--- config.mk ---
export PLATFORM = sky130hd
export DESIGN_NAME = div_ctrl_flat
export DESIGN_NICKNAME = d
export VERILOG_FILES = /design/src/rtl/div_ctrl_pkg.sv /design/src/rtl/div_ctrl_if.sv /design/src/rtl/div_ctrl_iter.sv /design/src/rtl/div_ctrl.sv /design/src/flat_wrapper.sv
export SDC_FILE = /design/constraint.sdc
export NUM_CORES = 1
export LEC_CHECK = 0
export ABC_CLOCK_PERIOD_IN_PS = 5700
export CAP_MARGIN = 15
export CORE_MARGIN = 5
export CORE_UTILIZATION = 58
export CTS_CLUSTER_DIAMETER = 30
export CTS_CLUSTER_SIZE = 28
export DETAILED_ROUTE_END_ITERATION = 7
export PLACE_DENSITY = 0.82
export SLEW_MARGIN = 10
export SYNTH_ARGS = -nofsm -noshare
export SYNTH_HDL_FRONTEND = slang
export SYNTH_SLANG_ARGS = --single-unit
--- constraint.sdc ---
create_clock -name clk -period 5.7 [get_ports clk]
set_clock_uncertainty 0.05 [all_clocks]
set_input_delay 1.425 -clock clk [delete_from_list [all_inputs] [get_ports clk]]
set_output_delay 1.425 -clock clk [all_outputs]
set_load 0.02 [all_outputs]
--- src/rtl/div_ctrl_pkg.sv ---
// div_ctrl_pkg: shared constants and FSM state encoding for the divide controller
//   DIV_WIDTH : default operand/result width
//   DIV_ITERS : number of shift-subtract iterations per divide
//   div_state_e : IDLE / BUSY / DONE, 2-bit encoded
package div_ctrl_pkg;

    localparam int DIV_WIDTH = 32;
    localparam int DIV_ITERS = DIV_WIDTH;

    typedef enum logic [1:0] {
        IDLE = 2'd0,
        BUSY = 2'd1,
        DONE = 2'd2
    } div_state_e;

endpackage

--- src/rtl/div_ctrl_if.sv ---
// div_ctrl_if: E-stage <-> divide controller bundle
//   master (pipeline) drives : startE, signedE, srcaE, srcbE, cancelE
//   slave (div_ctrl) drives  : stall_divE, readyE, hiE (remainder), loE (quotient)
interface div_ctrl_if #(
    parameter int WIDTH = 32
);

    logic             startE;
    logic             signedE;
    logic [WIDTH-1:0] srcaE;
    logic [WIDTH-1:0] srcbE;
    logic             cancelE;
    logic             stall_divE;
    logic             readyE;
    logic [WIDTH-1:0] hiE;
    logic [WIDTH-1:0] loE;

    modport master (
        output startE, signedE, srcaE, srcbE, cancelE,
        input  stall_divE, readyE, hiE, loE
    );

    modport slave (
        input  startE, signedE, srcaE, srcbE, cancelE,
        output stall_divE, readyE, hiE, loE
    );

endinterface

--- src/rtl/div_ctrl_iter.sv ---
// div_iter: one combinational radix-2 restoring divide step
//   rem_i : partial remainder (WIDTH+1 bits)
//   quo_i : dividend shift register, quotient bits shift in at the bottom
//   dvs_i : divisor magnitude
//   rem_o / quo_o : values after this step
module div_iter #(
    parameter int WIDTH = 32
) (
    input  logic [WIDTH:0]   rem_i,
    input  logic [WIDTH-1:0] quo_i,
    input  logic [WIDTH-1:0] dvs_i,
    output logic [WIDTH:0]   rem_o,
    output logic [WIDTH-1:0] quo_o
);

    logic [WIDTH:0] sh;
    logic [WIDTH:0] trial;

    // The remainder stays below the divisor, so the top bit of the trial
    // result is a reliable sign: set means the subtract must be undone.
    always_comb begin
        sh    = (rem_i << 1) | {{WIDTH{1'b0}}, quo_i[WIDTH-1]};
        trial = sh - {1'b0, dvs_i};
        rem_o = trial[WIDTH] ? sh : trial;
        quo_o = {quo_i[WIDTH-2:0], ~trial[WIDTH]};
    end

endmodule

--- src/rtl/div_ctrl.sv ---
// div_ctrl: multi-cycle DIV/DIVU sequencer for the E stage with hazard stall and flush cancel
//   clk : pipeline clock
//   rst : synchronous active-low reset
//   bus : div_ctrl_if.slave
//         startE/signedE/srcaE/srcbE start a divide, cancelE aborts it,
//         stall_divE holds the front of the pipe, readyE qualifies hiE/loE for one cycle
module div_ctrl
    import div_ctrl_pkg::*;
#(
    parameter int WIDTH  = DIV_WIDTH,
    parameter int ITER_W = 6
) (
    input  logic     clk,
    input  logic     rst,
    div_ctrl_if.slave bus
);

    div_state_e       state_q;
    logic [ITER_W-1:0] cnt_q;
    logic [WIDTH:0]   rem_q;
    logic [WIDTH-1:0] quo_q;
    logic [WIDTH-1:0] dvs_q;
    logic             qneg_q;
    logic             rneg_q;
    logic [WIDTH-1:0] hi_q;
    logic [WIDTH-1:0] lo_q;

    logic [WIDTH:0]   rem_d;
    logic [WIDTH-1:0] quo_d;
    logic [WIDTH-1:0] a_abs;
    logic [WIDTH-1:0] b_abs;
    logic             go;
    logic             last;

    always_comb begin
        go    = state_q == IDLE && bus.startE && !bus.cancelE;
        a_abs = (bus.signedE && bus.srcaE[WIDTH-1]) ? -bus.srcaE : bus.srcaE;
        b_abs = (bus.signedE && bus.srcbE[WIDTH-1]) ? -bus.srcbE : bus.srcbE;
        last  = cnt_q == ITER_W'(WIDTH - 1);
    end

    div_iter #(.WIDTH(WIDTH)) u_iter (
        .rem_i (rem_q),
        .quo_i (quo_q),
        .dvs_i (dvs_q),
        .rem_o (rem_d),
        .quo_o (quo_d)
    );

    always_ff @(posedge clk) begin
        if (!rst) begin
            state_q <= IDLE;
            cnt_q   <= '0;
            rem_q   <= '0;
            quo_q   <= '0;
            dvs_q   <= '0;
            qneg_q  <= 1'b0;
            rneg_q  <= 1'b0;
            hi_q    <= '0;
            lo_q    <= '0;
        end else begin
            case (state_q)
                IDLE: if (go) begin
                    cnt_q  <= '0;
                    rem_q  <= '0;
                    quo_q  <= a_abs;
                    dvs_q  <= b_abs;
                    qneg_q <= bus.signedE && (bus.srcaE[WIDTH-1] ^ bus.srcbE[WIDTH-1]);
                    rneg_q <= bus.signedE && bus.srcaE[WIDTH-1];
                    // Divide by zero bypasses the iterations entirely.
                    if (bus.srcbE == '0) begin
                        state_q <= DONE;
                        hi_q    <= bus.srcaE;
                        lo_q    <= '1;
                    end else begin
                        state_q <= BUSY;
                    end
                end
                BUSY: if (bus.cancelE) begin
                    state_q <= IDLE;
                    cnt_q   <= '0;
                end else begin
                    rem_q <= rem_d;
                    quo_q <= quo_d;
                    cnt_q <= cnt_q + 1'b1;
                    if (last) begin
                        state_q <= DONE;
                        hi_q    <= rneg_q ? -rem_d[WIDTH-1:0] : rem_d[WIDTH-1:0];
                        lo_q    <= qneg_q ? -quo_d : quo_d;
                    end
                end
                DONE:    state_q <= IDLE;
                default: state_q <= IDLE;
            endcase
        end
    end

    // Stall must be visible in the start cycle itself, so it is decoded from
    // the current state and inputs; a flush or reset drops it immediately.
    assign bus.stall_divE = rst && !bus.cancelE && ((state_q == IDLE && bus.startE) || state_q == BUSY);
    assign bus.readyE     = rst && !bus.cancelE && state_q == DONE;
    assign bus.hiE        = hi_q;
    assign bus.loE        = lo_q;

endmodule

--- src/flat_wrapper.sv ---
// flat-port wrapper written by rule: the top's interface ports become plain ports
module div_ctrl_flat import div_ctrl_pkg::*;
#(
    parameter int WIDTH  = DIV_WIDTH,
    parameter int ITER_W = 6
)
  (clk, rst, bus_startE, bus_signedE, bus_srcaE, bus_srcbE, bus_cancelE, bus_stall_divE, bus_readyE, bus_hiE, bus_loE);
  div_ctrl_if #(.WIDTH(WIDTH)) bus_i ();
  input  logic clk;
  input  logic rst;
  input wire logic [$bits(bus_i.startE)-1:0] bus_startE;
  input wire logic [$bits(bus_i.signedE)-1:0] bus_signedE;
  input wire logic [$bits(bus_i.srcaE)-1:0] bus_srcaE;
  input wire logic [$bits(bus_i.srcbE)-1:0] bus_srcbE;
  input wire logic [$bits(bus_i.cancelE)-1:0] bus_cancelE;
  output wire logic [$bits(bus_i.stall_divE)-1:0] bus_stall_divE;
  output wire logic [$bits(bus_i.readyE)-1:0] bus_readyE;
  output wire logic [$bits(bus_i.hiE)-1:0] bus_hiE;
  output wire logic [$bits(bus_i.loE)-1:0] bus_loE;
  assign bus_i.startE = bus_startE;
  assign bus_i.signedE = bus_signedE;
  assign bus_i.srcaE = bus_srcaE;
  assign bus_i.srcbE = bus_srcbE;
  assign bus_i.cancelE = bus_cancelE;
  assign bus_stall_divE = bus_i.stall_divE;
  assign bus_readyE = bus_i.readyE;
  assign bus_hiE = bus_i.hiE;
  assign bus_loE = bus_i.loE;
  div_ctrl #(.WIDTH(WIDTH), .ITER_W(ITER_W)) u_core (.clk(clk), .rst(rst), .bus(bus_i));
endmodule
==> results.ini <==
[logic_synthesis]
synth_async_sr_flop_share_pct=0
largest_family_of_logic_cells_by_synthesized_area=compound AO/OA/AOI/OAI gates
synth_seq_cells=170
synth.mux.area_fraction_pct=1.91
synth_edf_count=0
syn-num-nets=1739
postSynthAreaPerCell_sq_um=7.50
synth_flop_cell=dfxtp_1
synth-warning-count=0
synthSimpleGateAreaFrac_pct=21.5
synth.distinct_cells=97
synth_compound_gate_area_share_pct=30.0
yosys.area_share.adder_pct=3.95
seq_total_area_yosys_pct=27.8
total_standard_cell_area_after_synthesis_sq_um=12200
synthesized_netlist_cell_count=1632
synth_xor_area_share_pct=8.80

[clock_network]
cts_inserted_buffers=17
htreeDepth=4
max_clock_buf_depth=2
cts.hold.buffers_added=0
clk-insertion-delay-late_ns=0.45
cts_tree=yes
cts_root_buffer=clkbuf_16
post_cts.repair.setup_buffers=0
cts.clk_slew.worst_paths_ns=0.07
clock-sinks=170

[placed_design]
place_ws_ns=0.417
io_buffers=134
dp_hpwl_um=30300
gp_congestion=1.02

[layout]
multi_input_area_sq_um=8140
share_of_layout_cells_above_drive_strength_1_pct=7.01
diodes=0
syn_to_final_growth_pct=16.4
nets=1807
finalCoreUtilization_pct=68.2
layout.filler_cells=1796
ff_latch_area_sq_um=3400

[timing]
timing_max_transition_violations_final=0
layout_worst_path_cycle_share_pct=94.3
achievable_freq_mhz=186
unrepaired_setup_endpoints_after_global_routing=false
min_period_ns=5.37
tns_ns=0
timing_worst_slew_pin_value_ns=1.07
setup_viol_count_final=0
finalWorstSetupSlack_ns=0.325
hold_viol=0
slew_headroom_pct=28.4

[route]
avgRoutedWirePerCell_um=20.3
firstDrtPassIters=7
drtAntennaViolNets=0
drt-vias-per-instance=6.43
detailedRoute.firstIterationViolations=1637
dr_total_vias=12800
drc_errors_left=0
drt-total-wl_um=40400

[pwr]
powerDensity_nw_per_um2=228
vdd.ir_drop.worst_uv=218
p_comb_share_pct=24.3
p_total_mw=3.25
p_sw_mw=1.15
clockPowerShare_pct=36.7
intPower_mw=2.10
power.switching_fraction_pct=35.4
pwr-share-seq_pct=38.9
p_leak_nw=5.22

[global_routing]
grt_max_degree=94
grt.met2_usage_pct=50.3
global_route_wire_length_before_repair_um=62900
track_usage_pct=32.4
grt_antenna_before_repair=0
globalRouteMet1Util_pct=44.6
grt_pass1_vias=11500
grt.overflow.total=0
grt_util_met3_pct=5.37
globalRoute.busiestLayer=met2

[setup_path]
end_kind=register
crit_chain=inv_1 -> ha_1 -> fa_1 -> nand2b_1 -> a21oi_4 -> o211ai_2 -> a21oi_2 -> o21a_2 -> nor2_4 -> inv_2 -> nor2_1 -> a21oi_1 -> ha_1 -> nand2_1 -> or3_1 -> a2111oi_2 -> a31oi_1 -> nor3_2 -> a41oi_1 -> xnor2_1 -> a221oi_2
critical-path-slowest-cell=a2111oi_2
r2r_cells=21
path_common_cell=ha_1
worstSetupPathType=register to register
timing.critical_path.buf_inv=2
arrival_ns=5.69
critical_path_cell_count=21
worst_path_dominant_cell_family=compound AO/OA/AOI/OAI gates
worst-endpoint-required_ns=6.01
critical_path_peak_fanout=18
crit_path_start=u_core.quo_q[31]$_SDFFE_PN0P_
crit-reg2reg-launch=u_core.quo_q[31]$_SDFFE_PN0P_
timing.critical_path.slowest_cell_delay_ns=0.43
critical_path.startpoint_type=register

[min_path]
holdPathStages=2
timing.hold.worst.class=register to register
min_from=u_core.dvs_q[31]$_SDFFE_PN0P_

[floorplanning]
core_area_sq_um=20900
dieHeight_um=155
floorplan.die_area_sq_um=24100
row_count=53
die-width_um=155
num_io_pins=135
initial_utilization_pct=58.6

[outcome]
result_of_the_run=completed

[job]
cap_viol_max_count=0

cell type report:
class | count | share of cell area, %
Sequential cell | 170 | 23.9
Clock buffer | 17 | 2.99
Tap cell | 275 | 2.42
Multi-Input combinational cell | 1296 | 57.1
Inverter | 59 | 1.57
Clock inverter | 15 | 1.26
Timing Repair Buffer | 156 | 10.8
flip-flops by register name (all words and copies together), names as in the netlist:
signal and cells:
u_core.dvs_q 32, u_core.state_q 2, u_core.quo_q 32, u_core.rem_q 32
u_core.rneg_q 1, u_core.cnt_q 6, u_core.bus.loE 32, u_core.bus.hiE 32
u_core.qneg_q 1
per-layer routing:
layer	vias up	part of all wire, %
met5	-	0
met1	5896	41
met4	0	4.7
met3	133	9.5
li1	6086	-
met2	670	44
worst min-delay path: stages (launching register included):
cell and delay [ns]:
dfxtp_1 0.32, nand2_1 0.05, a21oi_1 0.05
cell families (layout without fill, tap and decap cells):
family,count (synthesis),in the layout
xor gates and xnor gates,123,123
muxes,22,22
adders and majority gates,38,38
and+or+nand+nor,560,560
buffers and inverters,166,247
DFF,170,170
AOI/OAI and AO/OA,553,553
cells in the mapped netlist, drive strengths merged, types with 3 or more instances:
| library cell | n | area share (%) |
|---|---|---|
| o22ai | 4 | 0.20 |
| mux2i | 14 | 1.1 |
| nor4b | 3 | 0.21 |
| o31ai | 29 | 2.0 |
| nand4 | 15 | 0.77 |
| or3 | 36 | 1.9 |
| nor2b | 9 | 0.52 |
| o2111ai | 4 | 0.29 |
| o21ai | 117 | 4.9 |
| and2 | 17 | 0.89 |
| xnor2 | 47 | 3.4 |
| o211ai | 18 | 1.3 |
| nand3 | 32 | 1.3 |
| a311oi | 31 | 2.2 |
| nand2 | 120 | 3.7 |
| nand3b | 8 | 0.49 |
| and3 | 12 | 0.61 |
| nor4 | 18 | 1.0 |
| o211a | 4 | 0.33 |
| a221oi | 5 | 0.60 |
| ha | 37 | 3.8 |
| inv | 59 | 1.8 |
| a21o | 11 | 0.67 |
| a41oi | 4 | 0.35 |
| clkbuf | 72 | 2.2 |
| a2111oi | 6 | 0.48 |
| o41ai | 7 | 0.50 |
| mux2 | 8 | 0.77 |
| dfxtp | 170 | 28 |
| nand2b | 11 | 0.56 |
| o221ai | 4 | 0.29 |
| a22oi | 17 | 1.2 |
| a31oi | 27 | 1.6 |
| or2 | 5 | 0.26 |
| a21oi | 186 | 8.0 |
| nor2 | 234 | 7.2 |
| nor3 | 31 | 1.4 |
| a211oi | 55 | 3.5 |
| o21a | 7 | 0.43 |
| a21boi | 3 | 0.18 |
| buf | 35 | 2.0 |
| xor2 | 76 | 5.4 |
| or4 | 3 | 0.18 |
layout by cell type (no fill, tap or decap), types with 17 or more instances in the layout:
master and count:
a211oi_1 53, a21oi_1 174, a311oi_1 31, a31oi_1 25, buf_4 20, clkbuf_16 17, clkdlybuf4s50_1 134, dfxtp_1 170
ha_1 37, inv_1 57, nand2_1 118, nand3_1 32, nor2_1 232, nor3_1 29, o21ai_0 98, o31ai_1 26
or3_1 34, xnor2_1 47, xor2_1 76
final timing paths:
path | to | slack, ns
setup / recovery | u_core.bus.hiE[30]$_SDFFE_PN0P_ | 0.33
hold / removal | u_core.dvs_q[31]$_SDFFE_PN0P_ | 0.41
setup reg to reg | u_core.bus.hiE[30]$_SDFFE_PN0P_ | 0.33
hold reg to reg | u_core.dvs_q[31]$_SDFFE_PN0P_ | 0.41
metrics by stage:
stage	hold slack, ns	cell area [sq um]	cells
floorplan	0.382	12200	1632
global placement	0.390	13600	1956
detailed placement	0.405	13600	1956
CTS	0.413	14200	1988
global route	0.444	14200	1988
finish	0.411	14200	1988
power by group through the flow:
stage	combinational (mW)	sequential (mW)	clock (mW)
finish	0.791	1.26	1.19
global route	0.852	1.27	1.25
CTS	0.768	1.26	1.19
detailed placement	0.761	1.29	0
global placement	0.754	1.29	0
floorplan	0.543	1.28	0
repair_timing:
action | CTS | global route
endpoints found under the hold margin | 0 | 0
setup endpoints to repair | 0 | 2
resized for setup | 0 | 1
(Power assumes the default switching activity.)
